$ cat src/rtl/lcd_pkg.sv
// Shared definitions for the HD44780 read-side engine: op codes, phase encoding,
// command constants and default 50 MHz bus timing.
package lcd_pkg;

   localparam logic [1:0] OP_STATUS = 2'b00;
   localparam logic [1:0] OP_DATA   = 2'b01;
   localparam logic [1:0] OP_POLL   = 2'b10;

   typedef enum logic [2:0] {
      PH_IDLE  = 3'd0,
      PH_SETUP = 3'd1,
      PH_EHIGH = 3'd2,
      PH_HOLD  = 3'd3,
      PH_GAP   = 3'd4
   } phase_t;

   typedef enum logic {
      ST_IDLE = 1'b0,
      ST_BUSY = 1'b1
   } top_state_t;

   // HD44780 command bytes used by the companion writer
   localparam logic [7:0] CMD_FUNCTION_SET = 8'h38;
   localparam logic [7:0] CMD_DISPLAY_ON   = 8'h0C;
   localparam logic [7:0] CMD_ENTRY_MODE   = 8'h06;
   localparam logic [7:0] CMD_CLEAR        = 8'h01;
   localparam logic [7:0] CMD_LINE1        = 8'h80;
   localparam logic [7:0] CMD_LINE2        = 8'hC0;

   localparam int unsigned DEF_T_SETUP   = 4;
   localparam int unsigned DEF_T_EHIGH   = 25;
   localparam int unsigned DEF_T_HOLD    = 4;
   localparam int unsigned DEF_T_GAP     = 25;
   localparam int unsigned DEF_MAX_POLLS = 4096;

   function automatic int unsigned max4(input int unsigned a, input int unsigned b,
                                        input int unsigned c, input int unsigned d);
      int unsigned m;
      m = a;
      if (b > m) m = b;
      if (c > m) m = c;
      if (d > m) m = d;
      return m;
   endfunction

endpackage

$ cat src/rtl/lcd_read_cycle.sv
// One HD44780 RW=1 bus cycle: SETUP, E_HIGH, HOLD, GAP. Bus controls are registered
// alongside the phase so they change together; start in the last GAP cycle chains a new read.
module lcd_read_cycle
   import lcd_pkg::*;
#(
   parameter int unsigned T_SETUP = DEF_T_SETUP,
   parameter int unsigned T_EHIGH = DEF_T_EHIGH,
   parameter int unsigned T_HOLD  = DEF_T_HOLD,
   parameter int unsigned T_GAP   = DEF_T_GAP
)(
   input  logic       clk,
   input  logic       rst_n,
   input  logic       start,
   input  logic       rs_sel,
   input  logic [7:0] lcd_data_in,
   output logic       lcd_rs,
   output logic       lcd_rw,
   output logic       lcd_e,
   output logic [7:0] sample,
   output logic       hold_done_c,
   output logic       gap_done_c
);

   localparam int unsigned T_MAX = max4(T_SETUP, T_EHIGH, T_HOLD, T_GAP);
   localparam int unsigned CW    = $clog2(T_MAX + 1);

   phase_t        state, state_next;
   logic [CW-1:0] cnt, cnt_next;
   logic          rs_next, rw_next, e_next;
   logic          sample_en_c;

   // Phase sequencing; cnt restarts at 0 on every phase entry
   always_comb begin
      state_next  = state;
      cnt_next    = cnt + CW'(1);
      sample_en_c = 1'b0;
      hold_done_c = 1'b0;
      gap_done_c  = 1'b0;
      case (state)
         PH_IDLE: begin
            cnt_next = '0;
            if (start) state_next = PH_SETUP;
         end
         PH_SETUP: begin
            if (cnt == CW'(T_SETUP - 1)) begin
               state_next = PH_EHIGH;
               cnt_next   = '0;
            end
         end
         PH_EHIGH: begin
            if (cnt == CW'(T_EHIGH - 1)) begin
               state_next  = PH_HOLD;
               cnt_next    = '0;
               sample_en_c = 1'b1;
            end
         end
         PH_HOLD: begin
            if (cnt == CW'(T_HOLD - 1)) begin
               state_next  = PH_GAP;
               cnt_next    = '0;
               hold_done_c = 1'b1;
            end
         end
         PH_GAP: begin
            if (cnt == CW'(T_GAP - 1)) begin
               gap_done_c = 1'b1;
               cnt_next   = '0;
               state_next = start ? PH_SETUP : PH_IDLE;
            end
         end
         default: begin
            state_next = PH_IDLE;
            cnt_next   = '0;
         end
      endcase

      // RS is captured only when a cycle begins, so it is frozen for the whole E pulse
      e_next  = (state_next == PH_EHIGH);
      rw_next = (state_next == PH_SETUP) || (state_next == PH_EHIGH) || (state_next == PH_HOLD);
      rs_next = lcd_rs;
      if (!rw_next)
         rs_next = 1'b0;
      else if ((state == PH_IDLE) || (state == PH_GAP))
         rs_next = rs_sel;
   end

   always_ff @(posedge clk) begin
      if (!rst_n) begin
         state  <= PH_IDLE;
         cnt    <= '0;
         lcd_rs <= 1'b0;
         lcd_rw <= 1'b0;
         lcd_e  <= 1'b0;
         sample <= '0;
      end else begin
         state  <= state_next;
         cnt    <= cnt_next;
         lcd_rs <= rs_next;
         lcd_rw <= rw_next;
         lcd_e  <= e_next;
         if (sample_en_c) sample <= lcd_data_in;
      end
   end

endmodule

$ cat src/rtl/lcd_status_reader.sv
// HD44780 read engine: request handshake around lcd_read_cycle, returning BF/AC or a RAM
// byte, with an optional busy-flag poll bounded by MAX_POLLS reads.
module lcd_status_reader
   import lcd_pkg::*;
#(
   parameter int unsigned T_SETUP   = DEF_T_SETUP,
   parameter int unsigned T_EHIGH   = DEF_T_EHIGH,
   parameter int unsigned T_HOLD    = DEF_T_HOLD,
   parameter int unsigned T_GAP     = DEF_T_GAP,
   parameter int unsigned MAX_POLLS = DEF_MAX_POLLS
)(
   input  logic       clk,
   input  logic       rst_n,
   input  logic       req_valid,
   input  logic [1:0] req_op,
   output logic       req_ready,
   output logic       resp_valid,
   output logic [7:0] resp_data,
   output logic       resp_busy,
   output logic [6:0] resp_addr,
   output logic       resp_timeout,
   output logic       lcd_rs,
   output logic       lcd_rw,
   output logic       lcd_e,
   input  logic [7:0] lcd_data_in
);

   localparam int unsigned PW = $clog2(MAX_POLLS + 1);

   top_state_t    state, state_next;
   logic [1:0]    op, op_next;
   logic [PW-1:0] poll_cnt, poll_cnt_next;
   logic          retry, retry_next;
   logic          req_ready_next, resp_valid_next;
   logic [7:0]    resp_data_next;
   logic          resp_busy_next, resp_timeout_next;
   logic [6:0]    resp_addr_next;

   logic [1:0]    op_in_c;
   logic          accept_c, start_c, rs_sel_c, more_c;
   logic          hold_done_c, gap_done_c;
   logic [7:0]    sample;

   lcd_read_cycle #(
      .T_SETUP (T_SETUP),
      .T_EHIGH (T_EHIGH),
      .T_HOLD  (T_HOLD),
      .T_GAP   (T_GAP)
   ) u_cycle (
      .clk         (clk),
      .rst_n       (rst_n),
      .start       (start_c),
      .rs_sel      (rs_sel_c),
      .lcd_data_in (lcd_data_in),
      .lcd_rs      (lcd_rs),
      .lcd_rw      (lcd_rw),
      .lcd_e       (lcd_e),
      .sample      (sample),
      .hold_done_c (hold_done_c),
      .gap_done_c  (gap_done_c)
   );

   // Request handshake, poll retry decision and response capture
   always_comb begin
      state_next        = state;
      op_next           = op;
      poll_cnt_next     = poll_cnt;
      retry_next        = retry;
      resp_valid_next   = 1'b0;
      resp_data_next    = resp_data;
      resp_busy_next    = resp_busy;
      resp_addr_next    = resp_addr;
      resp_timeout_next = resp_timeout;

      // Reserved op code 11 behaves as a status read
      op_in_c  = ((req_op == OP_DATA) || (req_op == OP_POLL)) ? req_op : OP_STATUS;
      accept_c = req_valid && req_ready && (state == ST_IDLE);
      start_c  = accept_c || (gap_done_c && retry);
      rs_sel_c = accept_c ? (op_in_c == OP_DATA) : (op == OP_DATA);
      more_c   = (op == OP_POLL) && sample[7] && (poll_cnt < PW'(MAX_POLLS - 1));

      case (state)
         ST_IDLE: begin
            if (accept_c) begin
               state_next    = ST_BUSY;
               op_next       = op_in_c;
               poll_cnt_next = '0;
               retry_next    = 1'b0;
            end
         end
         ST_BUSY: begin
            if (hold_done_c) begin
               if (more_c) begin
                  retry_next    = 1'b1;
                  poll_cnt_next = poll_cnt + PW'(1);
               end else begin
                  resp_valid_next = 1'b1;
                  resp_data_next  = sample;
                  if (op == OP_DATA) begin
                     resp_busy_next    = 1'b0;
                     resp_addr_next    = '0;
                     resp_timeout_next = 1'b0;
                  end else begin
                     resp_busy_next    = sample[7];
                     resp_addr_next    = sample[6:0];
                     resp_timeout_next = (op == OP_POLL) && sample[7];
                  end
               end
            end
            if (gap_done_c) begin
               retry_next = 1'b0;
               if (!retry) state_next = ST_IDLE;
            end
         end
         default: state_next = ST_IDLE;
      endcase

      // Ready reasserts one cycle after returning to idle
      req_ready_next = (state == ST_IDLE) && !accept_c;
   end

   always_ff @(posedge clk) begin
      if (!rst_n) begin
         state        <= ST_IDLE;
         op           <= OP_STATUS;
         poll_cnt     <= '0;
         retry        <= 1'b0;
         req_ready    <= 1'b0;
         resp_valid   <= 1'b0;
         resp_data    <= '0;
         resp_busy    <= 1'b0;
         resp_addr    <= '0;
         resp_timeout <= 1'b0;
      end else begin
         state        <= state_next;
         op           <= op_next;
         poll_cnt     <= poll_cnt_next;
         retry        <= retry_next;
         req_ready    <= req_ready_next;
         resp_valid   <= resp_valid_next;
         resp_data    <= resp_data_next;
         resp_busy    <= resp_busy_next;
         resp_addr    <= resp_addr_next;
         resp_timeout <= resp_timeout_next;
      end
   end

endmodule

$ cat config.mk
export PLATFORM = sky130hd
export DESIGN_NAME = lcd_status_reader
export DESIGN_NICKNAME = d
export VERILOG_FILES = /design/src/rtl/lcd_pkg.sv /design/src/rtl/lcd_read_cycle.sv /design/src/rtl/lcd_status_reader.sv
export SDC_FILE = /design/constraint.sdc
export NUM_CORES = 1
export LEC_CHECK = 0
export CAP_MARGIN = 30
export CELL_PAD_IN_SITES_DETAIL_PLACEMENT = 2
export CELL_PAD_IN_SITES_GLOBAL_PLACEMENT = 2
export CORE_UTILIZATION = 33
export CTS_BUF_LIST = sky130_fd_sc_hd__clkbuf_16
export DETAILED_ROUTE_END_ITERATION = 7
export GPL_ROUTABILITY_DRIVEN = 0
export GPL_TIMING_DRIVEN = 0
export PLACE_DENSITY = 0.89
export SKIP_LAST_GASP = 1
export SLEW_MARGIN = 20
export SYNTH_ARGS = -nofsm -noshare
export SYNTH_HDL_FRONTEND = slang
export SYNTH_SLANG_ARGS = --single-unit
$ cat constraint.sdc
create_clock -name clk -period 2.6 [get_ports clk]
set_input_delay 0.65 -clock clk [delete_from_list [all_inputs] [get_ports clk]]
set_output_delay 0.65 -clock clk [all_outputs]
set_load 0.02 [all_outputs]
==> implementation parameters <==
Parameter                              Value

Run status
  Status ... completed

Routing
  DRT Wirelength ... ~7300 um
  DRT Pass-1 Iters ... 4
  Detailed router's first-iteration violation count ... 78
  Routed vias ... between 2000 and 2500
  Post-DRT Antenna Nets ... 0
  Detailed-route DRC error count ... 0
  Wire length per cell after detailed routing ... 17.8 um
  Vias per Instance ... roughly 5.2

Worst setup path
  Nature of the critical path endpoint ... flop
  Crit Path Max Fanout ... 9
  Worst Path Arrival ... approximately 2.7 ns
  Worst endpoint required time ... 2.83 ns
  Worst Setup SP ... req_valid
  Worst-case reg-to-reg path depth ... 7
  Launch point of the worst reg-to-reg path ... u_cycle.cnt[0]$_SDFF_PN0_
  Worst Setup Start Kind ... primary input
  Class of the most critical setup path ... in -> reg

Placement
  Port bufs ... 34
  Detailed placement HPWL ... 5290 um
  Number of placed instances with taps included ... between 400 and 500

Finish
  N_diodes ... 0
  Area taken by flip-flops and latches ... 1100 sq um
  Share of cells above drive strength 1 ... 0.0735
  Number of filler instances in the final layout ... 797
  Multi-input logic area ... 1260 sq um
  Most common library cell in the layout ignoring fill and taps ... dfxtp_1
  Total number of nets in the final design ... 329
  Area growth from synthesis to layout ... 25.5%
  Most frequent cells in the layout ... 55 x dfxtp_1, 40 x nand2_1, 34 x clkdlybuf4s50_1
  Non-filler cells, final ... roughly 400

CTS
  Max Buffers Root-to-Sink ... 2
  Count of H-tree levels built during CTS ... 2
  Number of clock sinks ... 55
  CTS buffer count ... 5
  Clock Latency Late Sink ... roughly 0.29 ns
  Clk root buf ... clkbuf_16
  Clock slew at the register clock pins of the worst setup and hold paths ... about 0.070 ns
  Clock tree from TritonCTS ... done
  Count of hold buffers inserted by post-cts repair ... 0
  Resized cells post-CTS ... 0
  Post-CTS Setup Inserts ... 0

Power
  Leakage dissipation ... 1.13 nW
  Sw Ratio ... 0.205
  Sequential share of power ... 0.508
  Internal power ... 1.34 mW
  Design Power ... 1.68 mW
  Net switching power of the design ... 345 uW
  Part of the power in combinational logic ... 0.058
  Power density over the cells ... 549 nW/um^2
  Clock share of power ... 0.434
  Worst VDD drop ... 0.278 mV

STA
  Number of endpoints with negative hold slack in the final report ... 0
  Post-route fraction of the period consumed by the critical path ... 0.931
  Final slew viol count ... 0
  Max-slew headroom ... 0.600
  Final worst hold slack ... 0.468 ns
  Count of final setup violators ... 0
  Upper clock frequency limit ... 0.413 GHz
  Unrepaired setup endpoints after global routing ... false
  Transition at the pin with the smallest max-transition slack ... approximately 0.60 ns
  Clk_skew ... 0.00364 ns
  Minimum period implied by the final worst setup slack ... 2.42 ns

Synth
  Flip-flop and latch count after synthesis ... 55
  Arithmetic-cell share of the synthesized area counting full adders, half adders and majority gates ... 0.0154
  Combinational family with the most area after synthesis ... simple AND/OR/NAND/NOR gates
  Share of synthesized flip-flops with an asynchronous set or reset ... 0
  Count of different cell masters after synthesis ... between 40 and 50
  Post-Synthesis Mean Instance Area ... 8.98 sq um
  Predominant post-synthesis flop cell ... dfxtp_1
  Mapped Cells ... roughly 270
  Simple-gate area share of the yosys netlist ... 0.279
  Fraction of synthesized area in multiplexers ... 0.0410
  Total nets after synthesis ... 288
  Mapped cell area ... 2440 sq um
  Post-synthesis compound-gate area fraction ... 0.160
  Synthesis warning total ... 0
  Number of enable-type register cells in the synthesized netlist ... 0
  Seq/Total Area, Yosys ... 0.451
  Xor-xnor portion of the synthesized cell area ... 0.0215

Floorplanning
  Row count ... 31
  Starting density of the core ... 0.339
  Die Span X ... between 80 and 90 um
  Die footprint ... 7750 sq um
  I/O pin cnt ... 35
  Vertical die dimension ... 88.1 um
  Core Area ... 7210 sq um

GRT
  Number of antenna violations at the first check in global routing ... 0
  Maximum number of pins on one net before global-route repair ... 16
  Overall global routing resource usage ... 0.210
  Wire length of the first global-routing pass ... 12300 um
  Number of global-route vias before repair ... 2311
  Total congestion overflow after global routing ... 0

Hold path
  Cell depth of the worst min-delay path ... 2
  Kind of path behind the tightest hold check ... reg -> reg
  Hold path startpoint ... resp_data[2]$_SDFFE_PN0P_

Flow run
  Maximum capacitance violations ... 0
## metal layers
layer,vias up,routed length [um],track usage,part of all wire
li1,1036,-,-,-
met1,1097,3170,0.262,0.43
met2,22,3920,0.378,0.53
met3,4,175,0.0292,0.024
met4,0,66,0.0528,0.0090
met5,-,0,0,0
## registers in the layout, indices dropped and copies added (netlist names), 2 cells and up
signal          flops
poll_cnt           13
u_cycle.sample      8
u_cycle.state       3
resp_data           8
u_cycle.cnt         5
op                  2
resp_addr           7
## through the flow
stage | utilization | setup slack, ns | TNS [ns] | cell area (sq um)
final | 0.425 | 0.179 | 0 | 3070
after global routing | 0.425 | 0.0668 | 0 | 3070
after CTS | 0.425 | 0.192 | 0 | 3070
after detailed placement | 0.403 | -0.0436 | -0.0436 | 2910
after global placement | 0.403 | -0.0119 | -0.0119 | 2910
after floorplan | - | 0.773 | 0 | 2440
## Yosys cell counts (6+ instances only)
cell      count  area share
o21a_1        8       0.025
o21ai_0       7       0.014
dfxtp_1      55        0.45
a21boi_0     17       0.052
a21oi_1      10       0.020
nor2_1       13       0.020
inv_1         7       0.011
nand3_1      17       0.035
and3_1        6       0.015
nand2_1      40       0.061
mux2i_1      10       0.041
nor2b_1       9       0.023
## worst max-delay path, stage by stage
cell and delay (ns):
clkdlybuf4s50_1 0.54, nand3b_1 0.31, or3b_2 0.61, o31a_1 0.14, o221ai_1 0.21, o211a_1 0.19
## worst paths after layout
path / to / slack [ns]
worst min register to register: resp_data[2]$_SDFFE_PN0P_ / 0.47
worst max register to register: resp_data[1]$_SDFFE_PN0P_ / 0.36
worst min-delay path: resp_data[2]$_SDFFE_PN0P_ / 0.47
worst max-delay path: u_cycle.lcd_rs$_SDFFE_PN0P_ / 0.18
## power groups by stage
| stage | registers [mW] | logic (mW) | clock network, mW |
|---|---|---|---|
| 2_1_floorplan | 0.878 | 0.0463 | 0 |
| 3_3_place_gp | 0.874 | 0.0951 | 0 |
| 3_5_place_dp | 0.875 | 0.0980 | 0 |
| 4_1_cts | 0.855 | 0.0993 | 0.755 |
| 5_1_grt | 0.856 | 0.107 | 0.773 |
| 6_report | 0.856 | 0.0977 | 0.732 |
## area by class of cell
type                       count  area share
multi-input combinational    198       0.411
sequential                    55       0.359
timing repair buffer          34       0.111
clock buffer                   5      0.0408
tap                           99      0.0404
buffer                        12      0.0180
clock inverter                 2      0.0110
inverter                       7     0.00857
## logic make-up (layout without fill, tap and decap cells)
| logic type | after synthesis | in the layout |
|---|---|---|
| AO/OA/AOI/OAI | 54 | 54 |
| multiplexers | 10 | 10 |
| flip-flops | 55 | 55 |
| buffers and inverters | 19 | 60 |
| adder cells (fa/ha/maj) | 3 | 3 |
| XOR/XNOR | 6 | 6 |
| AND/OR/NAND/NOR | 125 | 125 |
No activity file was read; power rests on OpenSTA's default activity.
